File: config.mk
export PLATFORM = sky130hd
export DESIGN_NAME = fp_mul_norm_round
export DESIGN_NICKNAME = d
export VERILOG_FILES = /design/src/rtl/fp_mul_norm_round.sv
export SDC_FILE = /design/constraint.sdc
export NUM_CORES = 1
export LEC_CHECK = 0
export CAP_MARGIN = 5
export CORE_MARGIN = 2
export CORE_UTILIZATION = 44
export DETAILED_ROUTE_END_ITERATION = 16
export PLACE_DENSITY_LB_ADDON = 0.1
export SLEW_MARGIN = 20
export SYNTH_ARGS = -nofsm -noshare
export SYNTH_HDL_FRONTEND = slang
export SYNTH_SLANG_ARGS = --single-unit
File: constraint.sdc
create_clock -name clk -period 3.4 [get_ports clk]
set_clock_uncertainty 0.1 [all_clocks]
set_input_delay 0.68 -clock clk [delete_from_list [all_inputs] [get_ports clk]]
set_output_delay 0.68 -clock clk [all_outputs]
set_load 0.02 [all_outputs]
File: src/rtl/fp_mul_norm_round.sv
// fp_mul_norm_round: normalizes the FP multiplier mantissa product, rounds it to
// nearest-even and packs the IEEE-754 result through a 2-stage valid/ready pipeline.
module fp_mul_norm_round #(
  parameter int MW   = 24,
  parameter int EW   = 8,
  parameter int BIAS = 127
) (
  input  logic              clk,
  input  logic              rst,
  input  logic              in_valid,
  output logic              in_ready,
  input  logic              in_sign,
  input  logic [EW+1:0]     in_exp,
  input  logic [2*MW-1:0]   in_prod,
  input  logic              in_nan,
  input  logic              in_inf,
  input  logic              in_zero,
  output logic              out_valid,
  input  logic              out_ready,
  output logic [EW+MW-1:0]  out_result,
  output logic              out_ovf,
  output logic              out_unf,
  output logic              out_inexact
);
  localparam logic signed [EW+1:0] EMAX  = (EW+2)'(2*BIAS+1);
  localparam logic signed [EW+1:0] EZERO = '0;
  localparam logic [EW+MW-1:0] QNAN = {1'b0, {EW{1'b1}}, 1'b1, {(MW-2){1'b0}}};

  logic                r_s1_valid, r_s1_sign, r_s1_guard, r_s1_sticky;
  logic                r_s1_nan, r_s1_inf, r_s1_zero;
  logic signed [EW+1:0] r_s1_exp;
  logic [MW-2:0]       r_s1_frac;
  logic                r_out_valid, r_ovf, r_unf, r_inexact;
  logic [EW+MW-1:0]    r_result;

  logic                w_s2_load, w_s1_load, w_top, w_n_guard, w_n_sticky;
  logic [MW-2:0]       w_n_frac;
  logic [EW+1:0]       w_n_exp;
  logic                w_rnd, w_ovf, w_unf, w_special;
  logic [MW-1:0]       w_sum;
  logic signed [EW+1:0] w_exp;
  logic [EW+MW-1:0]    w_result;

  assign w_s2_load = !r_out_valid | out_ready;
  assign w_s1_load = !r_s1_valid | w_s2_load;
  assign in_ready  = !rst & w_s1_load;

  // The hidden bit is implied after normalization, so only the fraction is carried.
  assign w_top      = in_prod[2*MW-1];
  assign w_n_frac   = w_top ? in_prod[2*MW-2:MW] : in_prod[2*MW-3:MW-1];
  assign w_n_guard  = w_top ? in_prod[MW-1] : in_prod[MW-2];
  assign w_n_sticky = w_top ? |in_prod[MW-2:0] : |in_prod[MW-3:0];
  assign w_n_exp    = in_exp + {{(EW+1){1'b0}}, w_top};

  // A carry out of the fraction means the mantissa rolled over to 10.000...
  assign w_rnd     = r_s1_guard & (r_s1_sticky | r_s1_frac[0]);
  assign w_sum     = {1'b0, r_s1_frac} + {{(MW-1){1'b0}}, w_rnd};
  assign w_exp     = r_s1_exp + $signed({{(EW+1){1'b0}}, w_sum[MW-1]});
  assign w_ovf     = w_exp >= EMAX;
  assign w_unf     = w_exp <= EZERO;
  assign w_special = r_s1_nan | r_s1_inf | r_s1_zero;
  assign w_result  = r_s1_nan ? QNAN
                   : (r_s1_inf | (!r_s1_zero & w_ovf)) ? {r_s1_sign, {EW{1'b1}}, {(MW-1){1'b0}}}
                   : (r_s1_zero | w_unf) ? {r_s1_sign, {(EW+MW-1){1'b0}}}
                   : {r_s1_sign, w_exp[EW-1:0], w_sum[MW-2:0]};

  always_ff @(posedge clk) begin
    if (rst) begin
      r_s1_valid  <= 1'b0;
      r_out_valid <= 1'b0;
      r_result    <= '0;
      r_ovf       <= 1'b0;
      r_unf       <= 1'b0;
      r_inexact   <= 1'b0;
    end else begin
      if (w_s1_load) r_s1_valid <= in_valid;
      if (w_s2_load) r_out_valid <= r_s1_valid;
      if (w_s2_load && r_s1_valid) begin
        r_result  <= w_result;
        r_ovf     <= !w_special & w_ovf;
        r_unf     <= !w_special & !w_ovf & w_unf;
        r_inexact <= !w_special & (w_ovf | w_unf | r_s1_guard | r_s1_sticky);
      end
    end
  end

  always_ff @(posedge clk) begin
    if (in_valid && in_ready) begin
      r_s1_sign   <= in_sign;
      r_s1_exp    <= $signed(w_n_exp);
      r_s1_frac   <= w_n_frac;
      r_s1_guard  <= w_n_guard;
      r_s1_sticky <= w_n_sticky;
      r_s1_nan    <= in_nan;
      r_s1_inf    <= in_inf;
      r_s1_zero   <= in_zero;
    end
  end

  assign out_valid   = r_out_valid;
  assign out_result  = r_result;
  assign out_ovf     = r_ovf;
  assign out_unf     = r_unf;
  assign out_inexact = r_inexact;
endmodule

======== Word-level counts from Yosys, hierarchy flattened ========
Cells that the tools add are included.
storage, ports and cells
  bits in registers ....................... 76
  input port bits ......................... 66
  output and inout bits ................... 37
  word-level logic and storage cells ...... 52
operators by class
  add/subtract/negate cells ............... 3
  order comparisons ....................... 2
  mux-type cells .......................... 6
  bitwise operators ....................... 17
  reductions and logical operators ........ 10
operators with widths
  operator               count
  $mux W31               2
  $mux W32               1
  $add A23 B1 Y24        1
  $mux W23               1
  $reduce_or A23 Y1      1
  $reduce_or A22 Y1      1
  $add A10 B1 Y10        1
  $add A10 B2 Y10        1
  $ge A10 B9 Y1 const B  1
  $le A10 B1 Y1 const B  1
  $or A1 B1 Y1           10
  $and A1 B1 Y1          7
  $logic_not A1 Y1       6
  $logic_and A1 B1 Y1    2
  $mux W1                2

======== Logic depth before layout (Yosys ltp) ========
Gate-level depths: netlist (run 1).
  depth in word-level cells ............... 9
  depth in mapped cells ................... 14
  depth with buffers taken out ............ 12

======== Worst setup path before layout (run 1) ========
OpenSTA, ideal clock, no wires.
  path type ............................... register to register
  start point ............................. reg r_s1_frac[2]
  end point ............................... reg r_result[9] (netlist: out_result[9])
  setup time .............................. 0.115 ns
  arrival time ............................ 3.013 ns
  data required time ...................... 3.185 ns
  path slack .............................. 0.172 ns
  stages on the path, launching flop included .. 15
  path through ............................ edfxtp_1 and4_1 clkbuf_1 nand4_1 nor4_1 ha_1 ha_1 buf_2 xor2_1 and3_1 nand3_1 o41ai_4 or3_4 buf_12 o21ai_2
between the ends
  longest elaborated chain between the ends .. 7
  elaborated cells on any way between the ends .. 10
RTL lines
  element                                                line    RTL
  from (decl)                                            32      logic [MW-2:0] r_s1_frac;
  from (signal assigned)                                 91      r_s1_frac <= w_n_frac;
  $add A23 B1 Y24 (*)                                    57      assign w_sum = {1'b0, r_s1_frac} + {{(MW-1){1'b0}}, w_rnd};
  $add A10 B2 Y10                                        58      assign w_exp = r_s1_exp + $signed({{(EW+1){1'b0}}, w_sum[MW-1]});
  $le A10 B1 Y1 / $ge A10 B9 Y1 (equally long branches)  60, 59
  $or A1 B1 Y1 / $and A1 B1 Y1 (equally long branches)   64, 63
  $mux W31 / $or A1 B1 Y1 (equally long branches)        64, 63
  $mux W31 (*)                                           63      : (r_s1_inf | (!r_s1_zero & w_ovf)) ? {r_s1_sign, {EW{1'b1}}, {(MW-1){1'b0}}}
  $mux W32 (*)                                           62      assign w_result = r_s1_nan ? QNAN
  to (signal assigned)                                   79      r_result <= w_result;
  to (decl)                                              34      logic [EW+MW-1:0] r_result;
Mark *: on every way between the ends. The rest lies on a longest branch, timed or not.
A chain may end at the register's enable or synchronous reset.

======== Final worst setup path (run 1) ========
  start point ............................. reg r_s1_frac[3]
  end point ............................... reg r_result[14] (netlist: out_result[14])
Same word-level chain as after synthesis.

==> results of run 1 <==
registers in the layout, summed over array words and instances (netlist names):
name and flops:
out_result 32, r_s1_frac 23, r_s1_exp 10, out_inexact 1, out_ovf 1, out_unf 1
out_valid 1, r_s1_guard 1, r_s1_inf 1, r_s1_nan 1, r_s1_sign 1, r_s1_sticky 1
r_s1_valid 1, r_s1_zero 1
kinds of logic (layout without fill, tap and decap cells):
family,after synthesis,after routing
buffers and inverters,20,140
AOI/OAI and AO/OA,47,47
adders and majority gates,6,6
muxes,24,24
and+or+nand+nor,146,148
xor gates and xnor gates,39,39
DFF,76,76
placed cells by master, fill, tap and decap left out, types with 2 or more instances in the layout:
master	synthesis	routed
clkdlybuf4s50_1	0	102
nand2_1	44	44
edfxtp_1	39	39
dfxtp_1	37	37
nor2_1	33	31
mux2_2	24	24
nand3_1	23	22
o21ai_2	20	20
xnor2_1	22	19
xor2_1	17	16
buf_4	2	16
nand4_1	11	11
clkbuf_8	0	9
nor4_1	9	7
inv_1	6	6
a21oi_1	6	6
o21ai_0	6	5
nor3_1	5	5
and3_1	5	4
or3_4	1	4
ha_1	6	4
a211oi_1	3	3
nor2_2	1	3
xnor2_2	0	3
o211ai_1	3	3
bufinv_16	0	3
and4_1	3	2
nand3_2	1	2
or3_1	3	2
and2_1	3	2
a22oi_1	2	2
clkbuf_1	8	2
worst paths after layout:
kind	from	to	depth (start not counted)
hold reg to reg	out_result[3]	out_result[3]	2
setup reg to reg	r_s1_frac[3]	out_result[14]	12
hold / removal	out_result[3]	out_result[3]	2
setup / recovery	r_s1_frac[3]	out_result[14]	12
final cells by class:
| cell class | instances | area, µm² |
|---|---|---|
| multi-input cells | 264 | 1880 |
| clock inverters | 4 | 95.1 |
| fillers | 686 | 2960 |
| clock buffers | 12 | 156 |
| repair buffers | 118 | 1140 |
| flip-flops and latches | 76 | 1910 |
| inverters | 6 | 22.5 |
| well taps | 105 | 131 |
per-layer routing:
layer / global-route usage / routed length (µm) / vias up
li1: - / - / 1527
met1: 0.235 / 3820 / 1445
met2: 0.312 / 4220 / 113
met3: 0.0347 / 493 / 4
met4: 0.0704 / 60 / 0
met5: 0 / 0 / -
worst max-delay path, stage by stage, from the launching register on:
cell      delay [ps]
edfxtp_1         410
and4_1           240
nand4_1          200
nor4_4           350
ha_2             270
ha_4             160
nand4_1          150
nor2_2           160
xnor2_2          180
o41ai_4          150
buf_4            170
or3_4            480
o21ai_2          160
metrics by stage:
| stage | hold WS (ps) | TNS (ps) | util |
|---|---|---|---|
| after floorplan | 408 | 0 | - |
| after global placement | 338 | 0 | 0.594 |
| final | 357 | 0 | 0.643 |
| after CTS | 361 | 0 | 0.627 |
| after global routing | 390 | -3.65 | 0.643 |
| after detailed placement | 344 | -1220 | 0.594 |
power groups by stage:
stage          Clock, µW  Combinational [µW]  Sequential [µW]
2_1_floorplan          0                 113             1060
3_3_place_gp           0                 258             1050
3_5_place_dp           0                 262             1050
4_1_cts              866                 264             1030
5_1_grt              893                 293             1040
6_report             849                 268             1030
repair_timing:
| action | in CTS | in global routing |
|---|---|---|
| setup endpoints to repair | 24 | 29 |
| buffers inserted | 0 | 5 |
| cloned | 1 | 1 |
| pin swaps | 2 | 8 |
| gates resized for setup | 3 | 17 |
| hold buffers | 0 | 0 |
==> metrics.md, run 1 <==
| Metric | Value |
|---|---|
| Clock share of power | 0.395 |
| Via count | 3089 |
| Top FF cell, synth | edfxtp_1 |
| EDFF count, synth | 39 |
| DP Area | 0.00493 mm² |
| Slew @ Worst Pin | 531 ps |
| Synth Area in Simple Gates | 0.186 |
| Post-synth top area cell | edfxtp_1 |
| Global placement routability congestion | 0.883 |
| Antenna diode count | 0 |
| Sw frac | 0.215 |
| Mean Syn Cell Area | 10.6 µm² |
| Max H-tree Level | 3 |
| Final Cell Area | 0.00534 mm² |
| Tcrit/Tclk final | 0.956 |
| Num CTS Buffers | 9 |
| Worst EP required | 3580 ps |
| CP endpoint kind | register |
| First-pass GRT wire length | 14000 µm |
| Total chip power | 2150 µW |
| Max_cap viols | 0 |
| Worst-path clk slew | 80 ps |
| Most instantiated cells after synthesis | 44 x nand2_1, 39 x edfxtp_1, 37 x dfxtp_1, 33 x nor2_1, 24 x mux2_2 |
| Hold WC Path Type | reg -> reg |
| Largest net degree at the start of global routing | 40 |
| Yosys cell types | 42 |
| # setup viols final | 0 |
| Crit path launch type | register |
| Clock latency at the later pin of the worst-skew pair | 340 ps |
| Clk sinks | 76 |
| Max-slew violation count | 0 |
| Synth Register Bits | 76 |
| Finished Layout Cells | 585 |
| Initial antenna violation count | 0 |
| CTS tree | built |
| Hold Vio Cnt, Final | 0 |
| Placed cells | 562 |
| Layout Nets | 547 |
| Vias in the first global route | 3071 |
| CP Max Fanout | 11 |
| CP Class | reg -> reg |
| Row count | 33 |
| Critical Path AT | 3430 ps |
| Root buf cell | clkbuf_8 |
| Register-to-register setup slack | 150 ps |
| DRC viols | 0 |
| Syn_nets | 430 |
| Share of total power in sequential cells | 0.480 |
| GRT overflow | 0 |
| Die W | 96.8 µm |
| Status | complete, no violations |
| Port bufs | 102 |
| Initial core utilization | 0.457 |
| FMAX | 308 MHz |
| Worst slack, placed | -109 ps |
| Main combinational cell family by area after synthesis | simple AND/OR/NAND/NOR gates |
| Top cells by area, synth | edfxtp_1 31%, dfxtp_1 20%, mux2_2 7.1% |
| Post-route setup slack | 148 ps |
| Clk buf depth | 2 |
| Sequential fraction of the synthesis area | 0.505 |
| DRT Wirelength | 8590 µm |
| Synth Instances | 358 |
| Worst IR Drop VDD | 0.175 mV |
| Post-Syn Area | 0.00379 mm² |
| Lkg Pwr | 0.00187 µW |
| Combinational share of power | 0.125 |
| Layout Area Growth over Synthesis | 40.9% |
| Synth Area in XOR/XNOR | 0.0902 |
| Vias per inst | 5.28 |
| Total GRT Usage | 0.185 |
| Top Ports | 103 |
| Routed length per instance | 14.7 µm |
| DRT Pass-1 Iters | 4 |
| Post-DP HPWL | 6360 µm |
| DRT antenna net count | 0 |
| Most common cell in the synthesized netlist | nand2_1 |
| Power per cell area | 403 mW/mm² |
| Ys Warns | 0 |
| Net Switching | 462 µW |
| CORE AREA | 0.00830 mm² |
| Asr flop ratio synth | 0 |
| Adder-Cell Fraction of Synth Area | 0.0198 |
| Top cell type's share of synthesized area | 0.309 |
| Post-route minimum period | 3250 ps |
| Die Y | 96.8 µm |
| Slew margin rel. | 0.644 |
| Complex-gate fraction of the synthesized area | 0.0978 |
| Iter 0 DRT Violations | 118 |
| Layout cells sized above 1 | 0.202 |
| Cell Int Power | 1690 µW |
| Mux share of post-synthesis cell area | 0.0713 |
| Full die area | 0.00937 mm² |
(Power assumes the default switching activity.)
==> run 2, diff against run 1 <==
--- a/config.mk
+++ b/config.mk
@@ -8,9 +8,9 @@
 export CAP_MARGIN = 5
 export CORE_MARGIN = 2
 export CORE_UTILIZATION = 44
+export CTS_CLUSTER_SIZE = 28
 export DETAILED_ROUTE_END_ITERATION = 16
 export PLACE_DENSITY_LB_ADDON = 0.1
-export SLEW_MARGIN = 20
 export SYNTH_ARGS = -nofsm -noshare
 export SYNTH_HDL_FRONTEND = slang
 export SYNTH_SLANG_ARGS = --single-unit
==> results of run 2 <==
No change in the layout: final DEF, timing and power equal those of run 1.
==> run 3, diff against run 2 <==
--- a/config.mk
+++ b/config.mk
@@ -5,9 +5,10 @@
 export SDC_FILE = /design/constraint.sdc
 export NUM_CORES = 1
 export LEC_CHECK = 0
+export ABC_AREA = 1
 export CAP_MARGIN = 5
 export CORE_MARGIN = 2
-export CORE_UTILIZATION = 44
+export CORE_UTILIZATION = 46
 export CTS_CLUSTER_SIZE = 28
 export DETAILED_ROUTE_END_ITERATION = 16
 export PLACE_DENSITY_LB_ADDON = 0.1
==> metrics.md, run 3 <==
| Metric | Value |
|---|---|
| Syn_nets | 684 |
| Mean Syn Cell Area | 7.19 µm² |
| Tcrit/Tclk final | 0.935 |
| Most common cell after layout, fill and taps aside | nand2_1 |
| Largest net degree at the start of global routing | 40 |
| Area of all sequential standard cells | 0.00191 mm² |
| Num CTS Buffers | 9 |
| Finished Layout Cells | 859 |
| Slowest stage cell on the critical path | edfxtp_1 |
| Via count | 4211 |
| First-pass GRT wire length | 17100 µm |
| Vias per inst | 4.90 |
| DRT Pass-1 Iters | 4 |
| CP endpoint kind | register |
| Sequential fraction of the synthesis area | 0.435 |
| Most instantiated cells after synthesis | 170 x nand2_1, 105 x nor2_1, 71 x inv_1, 39 x edfxtp_1, 37 x dfxtp_1 |
| Most common cell in the synthesized netlist | nand2_1 |
| Worst IR Drop VDD | 0.213 mV |
| Full die area | 0.0104 mm² |
| Vias in the first global route | 3838 |
| DRT antenna net count | 0 |
| Hold buffer count at CTS | 0 |
| Crit path launch type | register |
| Global placement routability congestion | 0.939 |
| Power per cell area | 351 mW/mm² |
| DRC viols | 0 |
| Initial antenna violation count | 0 |
| Clk buf depth | 2 |
| Top cells by area, synth | edfxtp_1 27%, dfxtp_1 17%, nand2_1 15% |
| Lkg Pwr | 0.00242 µW |
| Synth Register Bits | 76 |
| Die W | 102 µm |
| Slew margin rel. | 0.536 |
| Post-synth top area cell | edfxtp_1 |
| Critical Path, Cell by Cell | o21a_1 > ha_2 > nand2_2 > inv_2 > nand3_1 > nor2_2 > nand3_2 > nor4_2 > ha_2 > ha_4 > or2_2 > nor2_1 > nand3_1 > nor2_4 > nand2_4 > nand2_4 > nor3_1 > o21ai_0 > inv_1 |
| # setup viols final | 0 |
| Antenna diode count | 0 |
| DP Area | 0.00560 mm² |
| Die Y | 102 µm |
| Layout Area Growth over Synthesis | 35.8% |
| Root buf cell | clkbuf_8 |
| Ys Warns | 0 |
| Row count | 35 |
| Initial core utilization | 0.476 |
| Max_cap viols | 0 |
| Port bufs | 102 |
| Clock latency at the later pin of the worst-skew pair | 340 ps |
| Commonest cells after routing, fill and taps aside | 167 x nand2_1, 102 x nor2_1, 102 x clkdlybuf4s50_1 |
| Top FF cell, synth | edfxtp_1 |
| Worst-path clk slew | 70 ps |
| Max H-tree Level | 3 |
| DRT Wirelength | 10900 µm |
| Post-Syn Area | 0.00440 mm² |
| Synth Instances | 612 |
| Top cell type's share of synthesized area | 0.266 |
| Status | complete, no violations |
| Placed cells | 839 |
| Slew @ Worst Pin | 695 ps |
| Asr flop ratio synth | 0 |
| Routed length per instance | 12.7 µm |
| CP peak stage delay | 350 ps |
| EDFF count, synth | 39 |
| Fill cells | 825 |
| Total GRT Usage | 0.207 |
| CORE AREA | 0.00924 mm² |
| Post-DP HPWL | 8350 µm |
| Hold Vio Cnt, Final | 0 |
| CP Class | reg -> reg |
| Max-slew violation count | 0 |
| Iter 0 DRT Violations | 179 |
| Layout Nets | 797 |
| Yosys cell types | 32 |
| Hold WC Path Type | reg -> reg |
| Layout cells sized above 1 | 0.110 |
| Clk sinks | 76 |
| CTS tree | built |
| Final Cell Area | 0.00597 mm² |
| Final Core Density | 0.646 |
| CP Max Fanout | 12 |
| Top Ports | 103 |
| Critical Path AT | 3320 ps |
| Max FFs per register | 32 |
| Worst EP required | 3540 ps |
| Post-route minimum period | 3180 ps |
| FMAX | 314 MHz |
| Area of the multi-input gates | 0.00224 mm² |
| GRT overflow | 0 |
==> run 3: logic make-up (layout without fill, tap and decap cells) <==
kind of cell	after synthesis	in the layout	synth area share
AO/OA/AOI/OAI	40	40	0.0481
XOR/XNOR	19	19	0.0378
adder cells (fa/ha/maj)	6	6	0.0171
buffers and inverters	95	210	0.0865
flip-flops	76	76	0.435
AND/OR/NAND/NOR	376	379	0.376
==> run 3: critical path: cells and delay by family, from the launching register on <==
| family | cells | cell delay, ps |
|---|---|---|
| DFF | 1 | 350 |
| adders and majority gates | 3 | 630 |
| buffers and inverters | 2 | 110 |
| AOI/OAI and AO/OA | 2 | 280 |
| and+or+nand+nor | 12 | 1610 |
==> run 3: timing repair <==
action,in CTS,in global routing
setup buffers,0,1
setup endpoints to repair,0,33
gates resized for setup,0,24
==> run 3: routing by layer <==
layer  up-vias  share of wire  wire, µm  GRT usage
met5         -              0         0          0
met4         0          0.029       312     0.0769
met3        23          0.051       558     0.0331
met2       130           0.45      4950      0.336
met1      1880           0.47      5100      0.280
li1       2178              -         -          -
==> run 3: path summary, 6_finish.rpt <==
check | start | endpoint | slack [ps] | cells after the start
min reg2reg | out_result[20] | out_result[20] | 370 | 2
min | out_result[20] | out_result[20] | 370 | 2
max reg2reg | r_s1_guard | out_result[30] | 220 | 19
max | r_s1_guard | out_result[30] | 220 | 19
==> run 3: layout make-up <==
class,count,share of cell area
Clock buffer,14,0.0325
Clock inverter,2,0.00608
Inverter,77,0.0492
Multi-Input combinational cell,444,0.375
Sequential cell,76,0.320
Tap cell,129,0.0270
Timing Repair Buffer,117,0.190
==> run 3: power by group <==
part	switching (µW)	total (µW)	internal, µW
Clock	318	764	445
Combinational	158	301	143
Sequential	27.0	1030	1010
Total	503	2100	1590
==> run 3: through the flow <==
| stage | power, µW | setup TNS (ps) | setup slack, ps | hold slack [ps] |
|---|---|---|---|---|
| 4_1_cts | 2100 | 0 | 96.3 | 369 |
| 3_5_place_dp | 1340 | 0 | 136 | 358 |
| 6_report | 2100 | 0 | 219 | 367 |
| 3_3_place_gp | 1340 | 0 | 248 | 355 |
| 2_1_floorplan | 1190 | 0 | 283 | 351 |
| 5_1_grt | 2180 | -223 | -35.2 | 384 |
